==> src/rtl/rv32i_types.sv <==
// Shared RV32I types.
// Purpose: register-index type used across the pipeline plus the scoreboard
// pending-count default width and count type.
// Ports: none (package).
package rv32i_types;

    typedef logic [4:0] rv32i_reg;

    // Default width of each per-register scoreboard pending counter.
    localparam int unsigned SB_CNT_W = 2;

    typedef logic [SB_CNT_W-1:0] sb_cnt_t;

endpackage

==> src/rtl/scoreboard_if.sv <==
// Scoreboard bus interface.
// Purpose: bundles the ID-stage query, WB-stage retire and status signals of
// the register scoreboard.
// Modports:
//   master - pipeline side: drives ID/WB signals, observes stall/busy/count.
//   slave  - scoreboard side: the reverse.
// Signals:
//   rs1_ID, rs2_ID, rs1_used_ID, rs2_used_ID  source operands of the ID instruction
//   rd_ID, load_regfile_ID, long_lat_ID       destination of the ID instruction
//   advance_ID                                ID->EX transfer this cycle
//   rd_WB, commit_WB                          long-latency write committing in WB
//   stall_ID, busy, stall_cycles              scoreboard outputs
interface scoreboard_if;
    import rv32i_types::*;

    rv32i_reg    rs1_ID;
    rv32i_reg    rs2_ID;
    logic        rs1_used_ID;
    logic        rs2_used_ID;
    rv32i_reg    rd_ID;
    logic        load_regfile_ID;
    logic        long_lat_ID;
    logic        advance_ID;
    rv32i_reg    rd_WB;
    logic        commit_WB;
    logic        stall_ID;
    logic        busy;
    logic [31:0] stall_cycles;

    modport master (
        output rs1_ID, rs2_ID, rs1_used_ID, rs2_used_ID, rd_ID, load_regfile_ID,
        output long_lat_ID, advance_ID, rd_WB, commit_WB,
        input  stall_ID, busy, stall_cycles
    );

    modport slave (
        input  rs1_ID, rs2_ID, rs1_used_ID, rs2_used_ID, rd_ID, load_regfile_ID,
        input  long_lat_ID, advance_ID, rd_WB, commit_WB,
        output stall_ID, busy, stall_cycles
    );

endinterface

==> src/rtl/scoreboard.sv <==
// Register scoreboard for long-latency results (loads, mul/div).
// Purpose: tracks, per architectural register x1..x31, how many in-flight
// long-latency writes are pending, and stalls ID when an operand is still
// pending or when a destination counter would overflow.
// Ports:
//   clk  - clock, all state on rising edge
//   rst  - synchronous active-high reset
//   bus  - scoreboard_if.slave (ID query, WB retire, stall/busy/stall_cycles)
// Parameters:
//   CNT_W - width of each pending counter
module scoreboard
    import rv32i_types::*;
#(
    parameter int unsigned CNT_W = SB_CNT_W
) (
    input  logic         clk,
    input  logic         rst,
    scoreboard_if.slave  bus
);

    localparam logic [CNT_W-1:0] CntMax = '1;
    localparam logic [CNT_W-1:0] CntOne = CNT_W'(1);

    logic [CNT_W-1:0] w_cnt [32];
    logic             w_retire;
    logic             w_cand;
    logic             w_haz1;
    logic             w_haz2;
    logic             w_full;
    logic             w_stall;
    logic             w_issue;
    logic             w_busy;
    logic [31:0]      r_stall_cycles;

    // x0 has no counter and never stalls.
    assign w_cnt[0] = '0;

    assign w_retire = bus.commit_WB & (bus.rd_WB != '0);
    assign w_cand   = bus.load_regfile_ID & bus.long_lat_ID & (bus.rd_ID != '0);

    // A retire of the last pending write this cycle is covered by the WB->ID
    // regfile bypass, so the effective count is cnt minus that retire.
    assign w_haz1 = bus.rs1_used_ID && (bus.rs1_ID != '0) && (w_cnt[bus.rs1_ID] != '0) &&
                    !(w_retire && (bus.rd_WB == bus.rs1_ID) && (w_cnt[bus.rs1_ID] == CntOne));
    assign w_haz2 = bus.rs2_used_ID && (bus.rs2_ID != '0) && (w_cnt[bus.rs2_ID] != '0) &&
                    !(w_retire && (bus.rd_WB == bus.rs2_ID) && (w_cnt[bus.rs2_ID] == CntOne));

    // Saturated destination counter: only safe if a retire frees a slot now.
    assign w_full = w_cand && (w_cnt[bus.rd_ID] == CntMax) &&
                    !(w_retire && (bus.rd_WB == bus.rd_ID));

    assign w_stall = ~rst & (w_haz1 | w_haz2 | w_full);
    assign w_issue = bus.advance_ID & ~w_stall & w_cand;

    for (genvar g = 1; g < 32; g++) begin : g_cnt
        logic [CNT_W-1:0] r_cnt;
        logic             w_inc;
        logic             w_dec;

        assign w_inc = w_issue & (bus.rd_ID == rv32i_reg'(g));
        // Retire at zero is a protocol error; ignore it rather than wrap.
        assign w_dec = w_retire & (bus.rd_WB == rv32i_reg'(g)) & (r_cnt != '0);

        always_ff @(posedge clk) begin
            if (rst) begin
                r_cnt <= '0;
            end else if (w_inc && !w_dec) begin
                r_cnt <= r_cnt + CntOne;
            end else if (w_dec && !w_inc) begin
                r_cnt <= r_cnt - CntOne;
            end
        end

        assign w_cnt[g] = r_cnt;
    end

    always_comb begin
        w_busy = 1'b0;
        for (int i = 1; i < 32; i++) begin
            w_busy = w_busy | (w_cnt[i] != '0);
        end
    end

    always_ff @(posedge clk) begin
        if (rst) begin
            r_stall_cycles <= '0;
        end else if (w_stall) begin
            r_stall_cycles <= r_stall_cycles + 32'd1;
        end
    end

    assign bus.stall_ID     = w_stall;
    assign bus.busy         = w_busy;
    assign bus.stall_cycles = r_stall_cycles;

    a_retire_pending: assert property (@(posedge clk) disable iff (rst)
        !(w_retire && (w_cnt[bus.rd_WB] == '0)))
        else $error("scoreboard: retire of register x%0d with no pending write", bus.rd_WB);

endmodule
==> src/flat_wrapper.sv <==
// flat-port wrapper written by rule: the top's interface ports become plain ports
module scoreboard_flat import rv32i_types::*;
#(
    parameter int unsigned CNT_W = SB_CNT_W
)
  (clk, rst, bus_rs1_ID, bus_rs2_ID, bus_rs1_used_ID, bus_rs2_used_ID, bus_rd_ID, bus_load_regfile_ID, bus_long_lat_ID, bus_advance_ID, bus_rd_WB, bus_commit_WB, bus_stall_ID, bus_busy, bus_stall_cycles);
  scoreboard_if bus_i ();
  input  logic clk;
  input  logic rst;
  input wire logic [$bits(bus_i.rs1_ID)-1:0] bus_rs1_ID;
  input wire logic [$bits(bus_i.rs2_ID)-1:0] bus_rs2_ID;
  input wire logic [$bits(bus_i.rs1_used_ID)-1:0] bus_rs1_used_ID;
  input wire logic [$bits(bus_i.rs2_used_ID)-1:0] bus_rs2_used_ID;
  input wire logic [$bits(bus_i.rd_ID)-1:0] bus_rd_ID;
  input wire logic [$bits(bus_i.load_regfile_ID)-1:0] bus_load_regfile_ID;
  input wire logic [$bits(bus_i.long_lat_ID)-1:0] bus_long_lat_ID;
  input wire logic [$bits(bus_i.advance_ID)-1:0] bus_advance_ID;
  input wire logic [$bits(bus_i.rd_WB)-1:0] bus_rd_WB;
  input wire logic [$bits(bus_i.commit_WB)-1:0] bus_commit_WB;
  output wire logic [$bits(bus_i.stall_ID)-1:0] bus_stall_ID;
  output wire logic [$bits(bus_i.busy)-1:0] bus_busy;
  output wire logic [$bits(bus_i.stall_cycles)-1:0] bus_stall_cycles;
  assign bus_i.rs1_ID = bus_rs1_ID;
  assign bus_i.rs2_ID = bus_rs2_ID;
  assign bus_i.rs1_used_ID = bus_rs1_used_ID;
  assign bus_i.rs2_used_ID = bus_rs2_used_ID;
  assign bus_i.rd_ID = bus_rd_ID;
  assign bus_i.load_regfile_ID = bus_load_regfile_ID;
  assign bus_i.long_lat_ID = bus_long_lat_ID;
  assign bus_i.advance_ID = bus_advance_ID;
  assign bus_i.rd_WB = bus_rd_WB;
  assign bus_i.commit_WB = bus_commit_WB;
  assign bus_stall_ID = bus_i.stall_ID;
  assign bus_busy = bus_i.busy;
  assign bus_stall_cycles = bus_i.stall_cycles;
  scoreboard #(.CNT_W(CNT_W)) u_core (.clk(clk), .rst(rst), .bus(bus_i));
endmodule
==> config.mk <==
export PLATFORM = sky130hd
export DESIGN_NAME = scoreboard_flat
export DESIGN_NICKNAME = d
export VERILOG_FILES = /design/src/rtl/rv32i_types.sv /design/src/rtl/scoreboard_if.sv /design/src/rtl/scoreboard.sv /design/src/flat_wrapper.sv
export SDC_FILE = /design/constraint.sdc
export NUM_CORES = 1
export LEC_CHECK = 0
export ABC_AREA = 1
export BUFFER_PORTS_ARGS = -buffer_cell sky130_fd_sc_hd__buf_2
export CAP_MARGIN = 10
export CORE_MARGIN = 5
export CORE_UTILIZATION = 57
export DETAILED_ROUTE_END_ITERATION = 8
export PLACE_DENSITY = 0.79
export SLEW_MARGIN = 20
export SYNTH_ARGS = -nofsm -noshare
export SYNTH_HDL_FRONTEND = slang
export SYNTH_SLANG_ARGS = --single-unit
export TNS_END_PERCENT = 20
==> constraint.sdc <==
create_clock -name clk -period 10.2 [get_ports clk]
set_input_delay 2.55 -clock clk [delete_from_list [all_inputs] [get_ports clk]]
set_output_delay 2.55 -clock clk [all_outputs]
set_load 0.1 [all_outputs]
==> results of run 1 <==
-- per-stage QoR --
step                      std cells  worst slack (ns)
after floorplan                1312              3.17
after global placement         1499              1.40
after detailed placement       1499              1.36
after CTS                      1515              1.36
after global routing           1515             0.992
final                          1515              1.21
-- cell usage in the layout (no fill, tap or decap), types with 2 or more instances in the layout --
cell | Yosys | routed
clkinv_1 | 2 | 2
nor2_2 | 12 | 12
xor2_1 | 29 | 29
a21oi_1 | 116 | 116
nor4_1 | 14 | 14
buf_2 | 27 | 61
xnor2_1 | 10 | 10
nand3b_1 | 4 | 4
nand3_1 | 125 | 125
nor3_1 | 10 | 10
o211ai_1 | 12 | 12
nand4_1 | 23 | 23
ha_1 | 32 | 32
buf_4 | 4 | 3
inv_1 | 116 | 115
nor2_1 | 137 | 137
clkinv_2 | 0 | 2
inv_2 | 6 | 7
o21ai_0 | 106 | 106
dfxtp_1 | 94 | 94
nand3_4 | 2 | 2
nand2_2 | 4 | 4
nand2_1 | 399 | 399
clkbuf_16 | 0 | 9
-- sequential cells by signal, summed over array words and instances, names as in the netlist --
name	flops
u_core.g_cnt.r_cnt	62
u_core.bus.stall_cycles	32
-- routing by layer --
metal	vias up	GRT usage	part of all wire
met5	-	0	0
met1	3928	0.439	0.40
met3	99	0.0826	0.11
met2	566	0.528	0.44
li1	4349	-	-
met4	0	0.154	0.046
-- area by class of cell --
class / instances / area share
Tap cell: 176 / 0.0267
Clock inverter: 6 / 0.00562
Multi-Input combinational cell: 1041 / 0.615
Clock buffer: 10 / 0.0278
Sequential cell: 94 / 0.228
Timing Repair Buffer: 64 / 0.0398
Inverter: 124 / 0.0565
-- logic make-up after synthesis --
group,after synthesis,share of synthesized area
flip-flops,94,0.244
AO/OA/AOI/OAI,236,0.158
AND/OR/NAND/NOR,734,0.404
XOR/XNOR,39,0.0443
adder cells (fa/ha/maj),32,0.0520
buffers and inverters,177,0.0974
-- power groups by stage --
stage / Combinational (uW) / Clock [uW] / Sequential, uW
after CTS: 145 / 335 / 372
final: 150 / 335 / 372
after floorplan: 97.3 / 0 / 391
after global routing: 160 / 353 / 372
after global placement: 145 / 0 / 381
after detailed placement: 144 / 0 / 381
-- critical path, stage by stage --
cell,delay (ns)
buf_2,0.60
inv_1,0.22
nor2_1,0.70
nand2_1,0.10
nand2_1,0.11
nor2_1,0.06
nor2_1,0.15
nor2_1,0.08
nand2_1,0.06
nand2_1,0.08
nand2_1,0.07
nand3_1,0.13
nand3_4,0.43
nand2_2,0.44
inv_1,0.17
buf_2,0.44
-- how the worst min path moves through the flow --
stage                                              to  slack [ns]  cells past startpoint
after floorplan             u_core.g_cnt[18].r_cnt[0]        0.48                      2
after global placement    u_core.bus.stall_cycles[31]        0.48                      2
after detailed placement  u_core.bus.stall_cycles[31]        0.49                      2
after CTS                 u_core.bus.stall_cycles[31]        0.50                      2
after global routing      u_core.bus.stall_cycles[31]        0.53                      2
final                     u_core.bus.stall_cycles[31]        0.51                      2
==> flow_metrics.tcl, run 1 <==
set metrics [dict create \
    fin_util 0.623 \
    cts_resized 0 \
    post-cts-setup-buffers 0 \
    syn-cell-area_um2 7710 \
    tns_ns 0 \
    ys_types 30 \
    maxSlewViolCount 0 \
    place_congestion 1.03 \
    seq_area_um2 1880 \
    finalHoldViolCount 0 \
    antennaDiodeCount 0 \
    port_buffers 61 \
    synthTopCellsByArea "dfxtp_1, nand2_1, nand3_1, a21oi_1, o21ai_0" \
    synth_most_common_cell "nand2_1" \
    leakagePower_uw 0.00370 \
    finalSetupViolations 0 \
    worst_slew_pin_slew_ns 0.962 \
    synthArstFlopShare 0 \
    drive_gt1_frac 0.0792 \
    core_um2 13200 \
    syn_area_per_cell_um2 5.87 \
    required_ns 7.65 \
    synth.top_cell.area_share 0.244 \
    status "completed" \
    clk_latency_ns 0.36 \
    internal_power_uw 570 \
    multiInputGateArea_um2 5070 \
    tritoncts "done" \
    ys_top_cells_by_count "nand2_1, nor2_1, nand3_1" \
    vias 8942 \
    critPathKind "input pin to primary output" \
    p_sw_uw 287 \
    hold_buffers 0 \
    rsz0062_at_grt "false" \
    synth-edff-count 0 \
    fill_cells 1372 \
    reg2reg_depth 20 \
    chipHeight_um 126 \
    track_usage 0.338 \
    htreeDepth 3 \
    critPathCapture "bus_stall_ID" \
    combinationalPowerShare 0.175 \
    grt_pass1_vias 7889 \
    synth_nets 1372 \
    cts_buffers 9 \
    period_minus_slack_ns 8.99 \
    fmax_ghz 0.111 \
    cts_root_buf "clkbuf_16" \
    swShare 0.335 \
    powerDensity_nw_per_um2 104 \
    r2r-end "u_core.g_cnt[29].r_cnt[1]" \
    hold_start "u_core.bus.stall_cycles[31]" \
    ioPinCount 62 \
    cp-start-kind "input pin" \
    relSlewSlack 0.356 \
    fp.dieW_um 126 \
    drt_first_iter_violations 1093 \
    wl_per_cell_um 18.2 \
    synth_largest_area_cell "dfxtp_1" \
    yosys_warnings 0 \
    cap_violations 0 \
    grt_overflow 0 \
    hpwl_mm 20.6 \
    vdd_ir_drop_max_v 0.0000839 \
    route.detailed.drc 0 \
    synth_seq_cells 94 \
    critPathLaunch "bus_rd_ID[0]" \
    grt_max_degree 74 \
    cts.sinks 94 \
    place_area_um2 7970 \
    grt_pass1_wl_mm 42.7 \
    nNetsFinal 1394 \
    cts_buffer_depth 2 \
    r2r-start "u_core.g_cnt[14].r_cnt[0]" \
    yosysSeqAreaShare 0.244 \
    path_clk_slew_ns 0.07 \
    design_area_um2 8240 \
    p_clk_frac 0.391 \
    synthCells 1312 \
    finalCritPeriodShare 0.881 \
    via_per_inst 5.90 \
    end_kind "primary output" \
    area_growth_pct 6.98 \
    rows 42 \
    postRouteWirelength_mm 27.6 \
    start_util 0.582 \
    reg2reg_slack_ns 6.10 \
    synth_flop_cell "dfxtp_1" \
    p_total_uw 857 \
    seq_power_share 0.434 \
    antenna_found_initial 0 \
    skew_ns 0.0135 \
    critPathArrivalTime_ns 6.44 \
    die-area_um2 15900 \
    critical_path.max_fanout 45 \
    hp-class "flip-flop to flip-flop" \
    hold_ws_ns 0.510 \
    ant_nets 0 \
    first_pass_iters 6 \
]
Power figures use the tool's default switching activity.
==> run 2, diff against run 1 <==
--- a/config.mk
+++ b/config.mk
@@ -8,10 +8,12 @@
 export ABC_AREA = 1
 export BUFFER_PORTS_ARGS = -buffer_cell sky130_fd_sc_hd__buf_2
 export CAP_MARGIN = 10
+export CELL_PAD_IN_SITES_DETAIL_PLACEMENT = 1
+export CELL_PAD_IN_SITES_GLOBAL_PLACEMENT = 1
 export CORE_MARGIN = 5
-export CORE_UTILIZATION = 57
+export CORE_UTILIZATION = 46
 export DETAILED_ROUTE_END_ITERATION = 8
-export PLACE_DENSITY = 0.79
+export PLACE_DENSITY = 0.9
 export SLEW_MARGIN = 20
 export SYNTH_ARGS = -nofsm -noshare
 export SYNTH_HDL_FRONTEND = slang
==> run 2 against run 1 <==
Against the previous run:
- largest power group unchanged
- clock-buffer cell count down 1
- sequential power about the same
- fmax up 6.2%
- final cell count up 3.0%
- worst hold slack worse by 0.0053 ns
- sequential share of layout area down 0.25 points
==> flow_metrics.tcl, run 2 (same netlist as run 1, synthesis figures left out) <==
set metrics [dict create \
    status "completed" \
    swShare 0.327 \
    drt_first_iter_violations 899 \
    final_common_cell "nand2_1" \
    largest_register_ffs 62 \
    finalSetupViolations 0 \
    ioPinCount 62 \
    finalHoldViolCount 0 \
    critPathKind "input pin to primary output" \
    nNetsFinal 1396 \
    leakagePower_uw 0.00372 \
    route.detailed.drc 0 \
    seq_area_um2 1880 \
    critPathArrivalTime_ns 5.92 \
    ant_nets 0 \
    grt_pass1_vias 9257 \
    track_usage 0.321 \
    antennaDiodeCount 0 \
    powerDensity_nw_per_um2 106 \
    critical_path.max_fanout 45 \
    grt_max_degree 74 \
    crit_path_cell_trace "buf_2 > inv_1 > nor2_1 > nand2_1 > nand2_1 > nor2_1 > nor2_1 > nor2_1 > nand2_1 > nand2_1 > nand2_1 > nand3_1 > nand3_4 > nand2_2 > inv_1 > buf_2" \
    hp-class "flip-flop to flip-flop" \
    layout_setup_ws_ns 1.73 \
    path_buf_inv 4 \
    tns_ns 0 \
    vdd_ir_drop_max_v 0.0000796 \
    hpwl_mm 23.4 \
    end_kind "primary output" \
    p_sw_uw 289 \
    hold_buffers 0 \
    p_clk_frac 0.402 \
    path_clk_slew_ns 0.08 \
    fmax_ghz 0.118 \
    cap_violations 0 \
    die-area_um2 19400 \
    postRouteWirelength_mm 31.7 \
    crit_slowest_cell "buf_2" \
    area_growth_pct 8.18 \
    port_buffers 61 \
    drive_gt1_frac 0.0806 \
    clk_latency_ns 0.36 \
    cp-start-kind "input pin" \
    grt_pass1_wl_mm 50.3 \
    cts_resized 0 \
    fp.dieW_um 139 \
    antenna_found_initial 0 \
    cts_buffers 9 \
    internal_power_uw 594 \
    place_ws_ns 1.80 \
    htreeDepth 3 \
    multiInputGateArea_um2 5070 \
    grt_overflow 0 \
    fill_cells 2371 \
    first_pass_iters 5 \
    largest_register "u_core.g_cnt.r_cnt" \
    final_cell_mix "nand2_1, nor2_1, nand3_1, a21oi_1, inv_1" \
    period_minus_slack_ns 8.47 \
    chipHeight_um 139 \
    cts_buffer_depth 2 \
    finalCritPeriodShare 0.830 \
    path_common_cell "nand2_1" \
    cts.sinks 94 \
    path_delay_family "simple AND/OR/NAND/NOR gates" \
    seq_power_share 0.422 \
    place_congestion 0.990 \
    cts_root_buf "clkbuf_16" \
    relSlewSlack 0.427 \
    start_util 0.466 \
    tritoncts "done" \
    worst_slew_pin_slew_ns 0.856 \
    vias 9310 \
    wl_per_cell_um 20.3 \
    via_per_inst 5.97 \
    rows 47 \
    skew_ns 0.0158 \
    maxSlewViolCount 0 \
    required_ns 7.65 \
    slowest_delay_ns 0.58 \
    rsz0062_at_grt "false" \
    core_um2 16500 \
    combinationalPowerShare 0.176 \
    post-cts-setup-buffers 0 \
]
-- run 2: power by group through the flow --
| stage | logic, uW | clock network [uW] | registers [uW] |
|---|---|---|---|
| 2_1_floorplan | 97.3 | 0 | 391 |
| 3_3_place_gp | 146 | 0 | 381 |
| 3_5_place_dp | 150 | 0 | 381 |
| 4_1_cts | 151 | 358 | 372 |
| 5_1_grt | 165 | 374 | 373 |
| 6_report | 156 | 355 | 372 |
-- run 2: tightest hold or removal path, cell delays in order, from the launching register on --
cell and delay [ns]:
dfxtp_1 0.34, nand2_1 0.07, a21oi_1 0.05
-- run 2: stage by stage --
stage | area (um2) | std cells | power (uW) | hold WS [ns] | utilization
after floorplan | 7710 | 1312 | 488 | 0.479 | -
after global placement | 8040 | 1545 | 527 | 0.478 | 0.486
after detailed placement | 8040 | 1545 | 531 | 0.490 | 0.486
after CTS | 8340 | 1560 | 881 | 0.502 | 0.505
after global routing | 8340 | 1560 | 912 | 0.541 | 0.505
final | 8340 | 1560 | 883 | 0.504 | 0.505
-- run 2: per-layer routing --
layer | part of all wire | global-route usage | vias to the layer above | routed length (um)
li1 | - | - | 4355 | -
met1 | 0.42 | 0.415 | 4400 | 13200
met2 | 0.46 | 0.523 | 452 | 14500
met3 | 0.084 | 0.0556 | 103 | 2670
met4 | 0.041 | 0.142 | 0 | 1290
met5 | 0 | 0 | - | 0
-- run 2: final cells by class --
class,count,area share
clock inverters,6,0.00870
flip-flops and latches,94,0.226
repair buffers,66,0.0411
multi-input cells,1041,0.609
well taps,220,0.0330
clock buffers,9,0.0270
inverters,124,0.0558
-- run 2: path summary, 6_finish.rpt --
path	cells after the start	slack (ns)	from	end
max	16	1.73	bus_rd_ID[0]	bus_stall_ID
min	2	0.50	u_core.bus.stall_cycles[31]	u_core.bus.stall_cycles[31]
max reg2reg	18	5.98	u_core.g_cnt[18].r_cnt[1]	u_core.g_cnt[16].r_cnt[1]
min reg2reg	2	0.50	u_core.bus.stall_cycles[31]	u_core.bus.stall_cycles[31]
==> run 3, diff against run 2 <==
--- a/config.mk
+++ b/config.mk
@@ -11,9 +11,9 @@
 export CELL_PAD_IN_SITES_DETAIL_PLACEMENT = 1
 export CELL_PAD_IN_SITES_GLOBAL_PLACEMENT = 1
 export CORE_MARGIN = 5
-export CORE_UTILIZATION = 46
+export CORE_UTILIZATION = 38
 export DETAILED_ROUTE_END_ITERATION = 8
-export PLACE_DENSITY = 0.9
+export PLACE_DENSITY = 0.8
 export SLEW_MARGIN = 20
 export SYNTH_ARGS = -nofsm -noshare
 export SYNTH_HDL_FRONTEND = slang
==> constraint.sdc (replaced) <==
create_clock -name clk -period 7.58 [get_ports clk]
set_input_delay 1.895 -clock clk [delete_from_list [all_inputs] [get_ports clk]]
set_output_delay 1.895 -clock clk [all_outputs]
set_load 0.1 [all_outputs]
==> run 3 against run 2 <==
Against the previous run:
- via count fell by 1.7%
- setup slack got worse by 0.85 ns
- register-to-register slack got worse by 2.0 ns
- global-route usage fell by 5.7 points
- die area rose by 19%
- sequential power rose by 35%
- clock skew fell by 0.0080 ns
- final cell count rose by 3.4%
- worst hold slack improved by 0.0019 ns
- wire length fell by 0.39%
- critical path type unchanged
- critical endpoint unchanged
- highest routed layer unchanged
==> flow_metrics.tcl, run 3 (same netlist as run 1, synthesis figures left out) <==
set metrics [dict create \
    cap_violations 0 \
    seq_power_share 0.413 \
    ioPinCount 62 \
    design_area_um2 8420 \
    fp.dieW_um 152 \
    status "completed" \
    drt_first_iter_violations 739 \
    start_util 0.383 \
    swShare 0.335 \
    first_pass_iters 6 \
    maxSlewViolCount 0 \
    tns_ns 0 \
    nNetsFinal 1398 \
    hp-class "flip-flop to flip-flop" \
    cts_buffer_depth 2 \
    worst_slew_pin_slew_ns 1.00 \
    htreeDepth 3 \
    largest_register_ffs 62 \
    layout_setup_ws_ns 0.883 \
    finalCritPeriodShare 0.884 \
    route.detailed.drc 0 \
    critPathKind "input pin to primary output" \
    final_cells 1613 \
    final_common_cell "nand2_1" \
    place_ws_ns 0.960 \
    grt_pass1_wl_mm 49.0 \
    final_cell_mix "nand2_1, nor2_1, nand3_1, a21oi_1, inv_1" \
    largest_register "u_core.g_cnt.r_cnt" \
    powerDensity_nw_per_um2 144 \
    postRouteWirelength_mm 31.5 \
    end_kind "primary output" \
    p_clk_frac 0.412 \
    skew_ns 0.00774 \
    rows 52 \
    path_clk_slew_ns 0.08 \
    chipHeight_um 152 \
    fmax_ghz 0.149 \
    vdd_ir_drop_max_v 0.000124 \
    hpwl_mm 23.8 \
    tritoncts "done" \
    cts.sinks 94 \
    die-area_um2 23200 \
    via_per_inst 5.67 \
    track_usage 0.264 \
    critPathArrivalTime_ns 4.80 \
    grt_overflow 0 \
    vias 9149 \
    cts_resized 0 \
    area_growth_pct 9.30 \
    grt_max_degree 45 \
    ant_nets 0 \
    antenna_found_initial 0 \
    hold_depth 2 \
    drive_gt1_frac 0.0819 \
    grt_pass1_vias 8860 \
    dp_cells 1597 \
    leakagePower_uw 0.00373 \
    antennaDiodeCount 0 \
    hold_buffers 0 \
    finalSetupViolations 0 \
    wl_per_cell_um 19.6 \
    reg2reg_depth 20 \
    combinationalPowerShare 0.174 \
    critical_path.max_fanout 41 \
    period_minus_slack_ns 6.70 \
    finalHoldViolCount 0 \
    cp-start-kind "input pin" \
    cts_buffers 9 \
    clk_latency_ns 0.37 \
    rsz0062_at_grt "false" \
    cts_root_buf "clkbuf_16" \
    required_ns 5.69 \
    internal_power_uw 806 \
    port_buffers 61 \
    p_sw_uw 405 \
    core_um2 20100 \
    relSlewSlack 0.328 \
    place_congestion 1.07 \
    place_area_um2 8120 \
    post-cts-setup-buffers 0 \
]
-- run 3: final timing paths --
kind | startpoint | to | slack [ns]
setup / recovery | bus_rd_ID[0] | bus_stall_ID | 0.88
hold reg to reg | u_core.bus.stall_cycles[31] | u_core.bus.stall_cycles[31] | 0.51
hold / removal | u_core.bus.stall_cycles[31] | u_core.bus.stall_cycles[31] | 0.51
setup reg to reg | u_core.g_cnt[30].r_cnt[0] | u_core.g_cnt[23].r_cnt[1] | 4.02
-- run 3: area by class of cell --
class / instances / area [um2]
fillers: 2822 / 11700
inverters: 124 / 465
clock inverters: 6 / 77.6
flip-flops and latches: 94 / 1880
well taps: 270 / 338
repair buffers: 68 / 358
multi-input cells: 1041 / 5070
clock buffers: 10 / 229
-- run 3: power groups by stage --
stage                     combinational [uW]  clock, uW  sequential, uW
final                                    211        499             501
after global routing                     224        527             501
after CTS                                206        506             501
after detailed placement                 205          0             512
after global placement                   202          0             512
after floorplan                          131          0             526
-- run 3: routing by layer --
metal | track usage | vias up | routed length, um
li1 | - | 4344 | -
met1 | 0.363 | 4375 | 14300
met4 | 0.117 | 0 | 1330
met5 | 0 | - | 0
met3 | 0.0378 | 87 | 2270
met2 | 0.411 | 343 | 13600
-- run 3: metrics by stage --
step	hold WS, ns	total power (uW)	utilization
after CTS	0.512	1210	0.419
after global routing	0.552	1250	0.419
after detailed placement	0.498	718	0.404
final	0.506	1210	0.419
after floorplan	0.479	657	-
after global placement	0.479	714	0.404
-- run 3: worst max-delay path, stage by stage --
cell and delay, ns:
buf_2 0.58, inv_1 0.23, nor2_1 0.36, nand2_1 0.10, nand2_1 0.08, nand2_1 0.05
nand2_1 0.08, nor2_1 0.04, nand2_1 0.06, nand2_1 0.07, nand2_1 0.06, nand3_1 0.15
nand3_4 0.13, nand2_2 0.28, inv_1 0.17, buf_2 0.44
